### config.mk
export PLATFORM = sky130hd
export DESIGN_NAME = output_select_ctrl_flat
export DESIGN_NICKNAME = d
export VERILOG_FILES = /design/src/rtl/output_select_ctrl_pkg.sv /design/src/rtl/output_select_ctrl_if.sv /design/src/rtl/output_select_ctrl_bus_idle_timer.sv /design/src/rtl/output_select_ctrl.sv /design/src/flat_wrapper.sv
export SDC_FILE = /design/constraint.sdc
export NUM_CORES = 1
export LEC_CHECK = 0
export CORE_ASPECT_RATIO = 1.1
export CORE_MARGIN = 5
export CORE_UTILIZATION = 58
export DETAILED_ROUTE_END_ITERATION = 10
export GPL_TIMING_DRIVEN = 1
export PLACE_DENSITY = 0.84
export SLEW_MARGIN = 20
export SYNTH_ARGS = -nofsm -noshare
export SYNTH_HDL_FRONTEND = slang
export SYNTH_SLANG_ARGS = --single-unit
### constraint.sdc
create_clock -name sys_clk -period 3.7 [get_ports sys_clk]
set_clock_uncertainty 0.15 [all_clocks]
set_input_delay 0.925 -clock sys_clk [delete_from_list [all_inputs] [get_ports sys_clk]]
set_output_delay 0.925 -clock sys_clk [all_outputs]
set_load 0.1 [all_outputs]
### src/rtl/output_select_ctrl_pkg.sv
// Shared types and defaults for the output select controller and its bus-facing helpers.
package output_select_ctrl_pkg;

   typedef enum logic [1:0] {
      IDLE        = 2'd0,
      WAIT_ARM    = 2'd1,
      ACTIVE      = 2'd2,
      WAIT_DISARM = 2'd3
   } state_t;

   localparam int unsigned DEF_WIDTH       = 4;
   localparam int unsigned DEF_IDLE_CYCLES = 16;
   localparam int unsigned DEF_HOLD_WIDTH  = 16;

   // Counter width able to hold values 0..max inclusive.
   function automatic int unsigned cnt_width(input int unsigned max);
      return (max < 2) ? 1 : $clog2(max + 1);
   endfunction

endpackage

### src/rtl/output_select_ctrl_if.sv
// Request/control bundle between command logic (master) and the select controller (slave).
interface output_select_ctrl_if #(
   parameter int unsigned WIDTH      = 4,
   parameter int unsigned HOLD_WIDTH = 16
);
   logic                  req_valid;
   logic                  req_ready;
   logic [WIDTH-1:0]      req_mask;
   logic [HOLD_WIDTH-1:0] req_hold;
   logic                  release_req;
   logic                  bus_idle;
   logic [WIDTH-1:0]      select_line;
   logic                  busy;
   logic                  done;

   modport master (
      output req_valid, req_mask, req_hold, release_req, bus_idle,
      input  req_ready, select_line, busy, done
   );

   modport slave (
      input  req_valid, req_mask, req_hold, release_req, bus_idle,
      output req_ready, select_line, busy, done
   );
endinterface

### src/rtl/output_select_ctrl_bus_idle_timer.sv
// Qualifies the bus as quiet once bus_idle has been seen for IDLE_CYCLES consecutive cycles.
module bus_idle_timer
   import output_select_ctrl_pkg::*;
#(
   parameter int unsigned IDLE_CYCLES = 16
) (
   input  logic sys_clk,
   input  logic rst,
   input  logic bus_idle,
   output logic qual
);
   localparam int unsigned CW = cnt_width(IDLE_CYCLES);

   logic [CW-1:0] idle_cnt;

   always_ff @(posedge sys_clk) begin
      if (rst || !bus_idle)
         idle_cnt <= '0;
      else if (idle_cnt != CW'(IDLE_CYCLES))
         idle_cnt <= idle_cnt + CW'(1);
   end

   // The live bus_idle term lets a drop on the would-be switch cycle veto the change.
   assign qual = (idle_cnt == CW'(IDLE_CYCLES)) && bus_idle;

endmodule

### src/rtl/output_select_ctrl.sv
// Sequences the output-mux select_line: applies an injection mask and later reverts it,
// switching only while the target bus has been idle long enough.
module output_select_ctrl
   import output_select_ctrl_pkg::*;
#(
   parameter int unsigned WIDTH       = DEF_WIDTH,
   parameter int unsigned IDLE_CYCLES = DEF_IDLE_CYCLES,
   parameter int unsigned HOLD_WIDTH  = DEF_HOLD_WIDTH
) (
   input logic                 sys_clk,
   input logic                 rst,
   output_select_ctrl_if.slave bus
);
   state_t                state;
   logic [WIDTH-1:0]      mask_q;
   logic [HOLD_WIDTH-1:0] hold_q;
   logic [HOLD_WIDTH-1:0] hold_cnt;
   logic [WIDTH-1:0]      select_q;
   logic                  ready_q;
   logic                  busy_q;
   logic                  done_q;
   logic                  qual;

   bus_idle_timer #(.IDLE_CYCLES(IDLE_CYCLES)) u_idle_timer (
      .sys_clk  (sys_clk),
      .rst      (rst),
      .bus_idle (bus.bus_idle),
      .qual     (qual)
   );

   always_ff @(posedge sys_clk) begin
      if (rst) begin
         state    <= IDLE;
         mask_q   <= '0;
         hold_q   <= '0;
         hold_cnt <= '0;
         select_q <= '0;
         ready_q  <= 1'b1;
         busy_q   <= 1'b0;
         done_q   <= 1'b0;
      end else begin
         done_q <= 1'b0;
         if (state == ACTIVE && hold_cnt != '0)
            hold_cnt <= hold_cnt - HOLD_WIDTH'(1);
         unique case (state)
            IDLE: begin
               if (bus.req_valid && ready_q) begin
                  mask_q  <= bus.req_mask;
                  hold_q  <= bus.req_hold;
                  state   <= WAIT_ARM;
                  ready_q <= 1'b0;
                  busy_q  <= 1'b1;
               end
            end
            WAIT_ARM: begin
               if (bus.release_req) begin
                  state   <= IDLE;
                  done_q  <= 1'b1;
                  ready_q <= 1'b1;
                  busy_q  <= 1'b0;
               end else if (qual) begin
                  select_q <= mask_q;
                  hold_cnt <= hold_q;
                  state    <= ACTIVE;
               end
            end
            ACTIVE: begin
               // hold_cnt only sits at zero for an unbounded hold, so release is honoured only then.
               if (hold_cnt == HOLD_WIDTH'(1) || (hold_cnt == '0 && bus.release_req))
                  state <= WAIT_DISARM;
            end
            WAIT_DISARM: begin
               if (qual) begin
                  select_q <= '0;
                  state    <= IDLE;
                  done_q   <= 1'b1;
                  ready_q  <= 1'b1;
                  busy_q   <= 1'b0;
               end
            end
            default: state <= IDLE;
         endcase
      end
   end

   assign bus.select_line = select_q;
   assign bus.req_ready   = ready_q;
   assign bus.busy        = busy_q;
   assign bus.done        = done_q;

endmodule
### src/flat_wrapper.sv
// flat-port wrapper written by rule: the top's interface ports become plain ports
module output_select_ctrl_flat import output_select_ctrl_pkg::*;
#(
   parameter int unsigned WIDTH       = DEF_WIDTH,
   parameter int unsigned IDLE_CYCLES = DEF_IDLE_CYCLES,
   parameter int unsigned HOLD_WIDTH  = DEF_HOLD_WIDTH
)
  (sys_clk, rst, bus_req_valid, bus_req_mask, bus_req_hold, bus_release_req, bus_bus_idle, bus_req_ready, bus_select_line, bus_busy, bus_done);
  output_select_ctrl_if #(.WIDTH(WIDTH), .HOLD_WIDTH(HOLD_WIDTH)) bus_i ();
  input logic sys_clk;
  input logic rst;
  input wire logic [$bits(bus_i.req_valid)-1:0] bus_req_valid;
  input wire logic [$bits(bus_i.req_mask)-1:0] bus_req_mask;
  input wire logic [$bits(bus_i.req_hold)-1:0] bus_req_hold;
  input wire logic [$bits(bus_i.release_req)-1:0] bus_release_req;
  input wire logic [$bits(bus_i.bus_idle)-1:0] bus_bus_idle;
  output wire logic [$bits(bus_i.req_ready)-1:0] bus_req_ready;
  output wire logic [$bits(bus_i.select_line)-1:0] bus_select_line;
  output wire logic [$bits(bus_i.busy)-1:0] bus_busy;
  output wire logic [$bits(bus_i.done)-1:0] bus_done;
  assign bus_i.req_valid = bus_req_valid;
  assign bus_i.req_mask = bus_req_mask;
  assign bus_i.req_hold = bus_req_hold;
  assign bus_i.release_req = bus_release_req;
  assign bus_i.bus_idle = bus_bus_idle;
  assign bus_req_ready = bus_i.req_ready;
  assign bus_select_line = bus_i.select_line;
  assign bus_busy = bus_i.busy;
  assign bus_done = bus_i.done;
  output_select_ctrl #(.WIDTH(WIDTH), .IDLE_CYCLES(IDLE_CYCLES), .HOLD_WIDTH(HOLD_WIDTH)) u_core (.sys_clk(sys_clk), .rst(rst), .bus(bus_i));
endmodule
==> out/results.tsv <==
metric	value	unit
status	completed	
cts.repair.resized	0	
tns	0	ns
die_area	0.005366	sq mm
critical_path_class	flip-flop to flip-flop	
syn-num-nets	315	
start_kind	flip-flop	
yosys.area.top_type	dfxtp_1	
clkTransAtPathRegs	0.09	ns
cpMaxStageDelayCell	nor4b_1	
die_w	70.30	microns
gp_congestion	0.8301	
core_region_area	0.003904	sq mm
diodes	0	
cp-end-kind	flip-flop	
start_util	59.42	%
synthToLayoutAreaGrowth	18.50	%
crit_required	3.76	ns
synth_flop_cell	dfxtp_1	
syn_avg_cell_area	8.139	sq um
cts_buffers	5	
fp.dieH	76.33	microns
htree_levels	2	
clk_latency	0.31	ns
dr.first_iter.drc_count	191	
post_cts_buffers	0	
drive_gt1_share	8.117	%
yosys_warnings	0	
clock-sinks	50	
clock-root-buffer	clkbuf_8	
grt_pass1_vias	2073	
dp_hpwl	3968	microns
slowest_delay	0.69	ns
rows	24	
design_area	0.002749	sq mm
p_per_area	364.6	mW/mm^2
yosysUniqueCellTypes	41	
setup_viol	0	
grt_pass1_wl	9459	microns
postRouteAntennaNets	0	
p_leak	1.009	nW
ios	32	
place_area	0.002666	sq mm
relSlewSlack	47.91	%
vias	2217	
fin_crit_sh	73.64	%
synth_edf_count	0	
antenna_found_initial	0	
crit_chain	nor4b_1 > nand3_1 > or4_1 > a311oi_1	
layout_setup_ws	0.9754	ns
synth-seq-cells	50	
vias_per_cell	6.158	
drc	0	
period_needed	2.725	ns
wl	5690	microns
syn_inst	285	
path_max_fanout	12	
finalHoldViolCount	0	
fmax	0.3670	GHz
rsz0062_at_grt	no	
ys_seq_area_share	43.15	%
tightest_slew	0.7706	ns
grt_use_total	21.28	%
hold_class	flip-flop to flip-flop	
utilization	70.42	%
clockBufferDepth	2	
portBuffers	31	
post-place-ws	1.055	ns
yosysMostFrequentCell	dfxtp_1	
cts_hold_buf	0	
cts_tree	built	
fin_hold_ws	0.3122	ns
netlist.area_leader.share	43.15	%
async_reset_ff_share	0	%
yosys-top-cells-count	dfxtp_1 (50), nand2_1 (43), a21oi_1 (27), nor2_1 (27), clkbuf_1 (19)	
drv_cap	0	
firstDrtPassIters	4	
fillers	338	
synth_area	0.002320	sq mm
nets	338	
routedWlPerCell	15.81	microns
grt_remaining_overflow	0	
peakVddDrop	0.2780	mV
slew_violations	0	
grt_max_degree	33	
synth_area_leaders	dfxtp_1 (43%), nand2_1 (7.0%), a21oi_1 (5.8%)	
worstPathArrival	2.79	ns
-- layout by cell type, fill, tap and decap left out, drive strengths merged, types with 5 or more instances in the layout --
cell and instances:
a21oi 27, a311oi 12, buf 12, clkbuf 5
clkdlybuf4s50 24, dfxtp 50, ha 5, inv 6
nand2 43, nand3 11, nand4 6, nor2 27
nor3 9, nor4 8, o21ai 7, o31ai 7
or4 8
-- power breakdown --
part / switching [mW] / internal [mW] / leakage (nW)
logic: 0.0647 / 0.0507 / 0.558
registers: 0.0152 / 0.558 / 0.407
clock network: 0.183 / 0.131 / 0.0444
total: 0.262 / 0.740 / 1.01
-- registers in the layout, indices dropped and copies added (netlist names), named ones only --
register,cells
u_core.hold_q,16
u_core.bus.req_ready,1
u_core.hold_cnt,16
u_core.bus.done,1
u_core.bus.select_line,4
u_core.mask_q,4
u_core.u_idle_timer.idle_cnt,5
u_core.state,1
u_core.bus.busy,1
-- per-layer routing --
| metal | wire length, microns | share of wire (%) | global-route usage (%) |
|---|---|---|---|
| met1 | 2345 | 41 | 25.54 |
| met4 | 93 | 1.6 | 8.046 |
| met3 | 325 | 5.7 | 4.222 |
| met5 | 0 | 0 | 0 |
| met2 | 2925 | 51 | 36.99 |
-- final cells by class --
cell class                      instances  area (sq um)  share of cell area (%)
Inverter                                5         18.77                  0.6827
Timing Repair Buffer                   36         342.8                   12.47
Tap cell                               52         65.06                   2.367
Clock buffer                            5         68.82                   2.503
Multi-Input combinational cell        210          1239                   45.06
Clock inverter                          2         13.76                  0.5007
Sequential cell                        50          1001                   36.41
-- logic make-up after synthesis --
| logic type | count (synthesis) | share of synthesized area, % |
|---|---|---|
| adders and majority gates | 5 | 2.697 |
| DFF | 50 | 43.15 |
| AOI/OAI and AO/OA | 62 | 17.10 |
| muxes | 1 | 0.4315 |
| xor gates and xnor gates | 4 | 1.511 |
| buffers and inverters | 25 | 4.099 |
| and+or+nand+nor | 138 | 31.01 |
-- worst max-delay path, delay by kind of cell, from the launching register on --
kind / cells / cell delay, ns
flops: 1 / 0.60
simple gates: 3 / 1.62
compound gates: 1 / 0.27
-- metrics by stage --
step           power, mW  std cells
5_1_grt            1.039        360
6_report           1.002        360
4_1_cts            1.004        360
3_3_place_gp      0.6993        353
3_5_place_dp      0.7012        353
2_1_floorplan     0.6490        285
-- path summary, 6_finish.rpt --
check                    start                   to  slack [ns]  cells after the start
min reg2reg  u_core.hold_q[14]    u_core.hold_q[14]        0.31                      2
min          u_core.hold_q[14]    u_core.hold_q[14]        0.31                      2
max                  flip-flop  u_core.hold_cnt[15]        0.98                      4
max reg2reg          flip-flop  u_core.hold_cnt[15]        0.98                      4
Power figures use the tool's default switching activity.
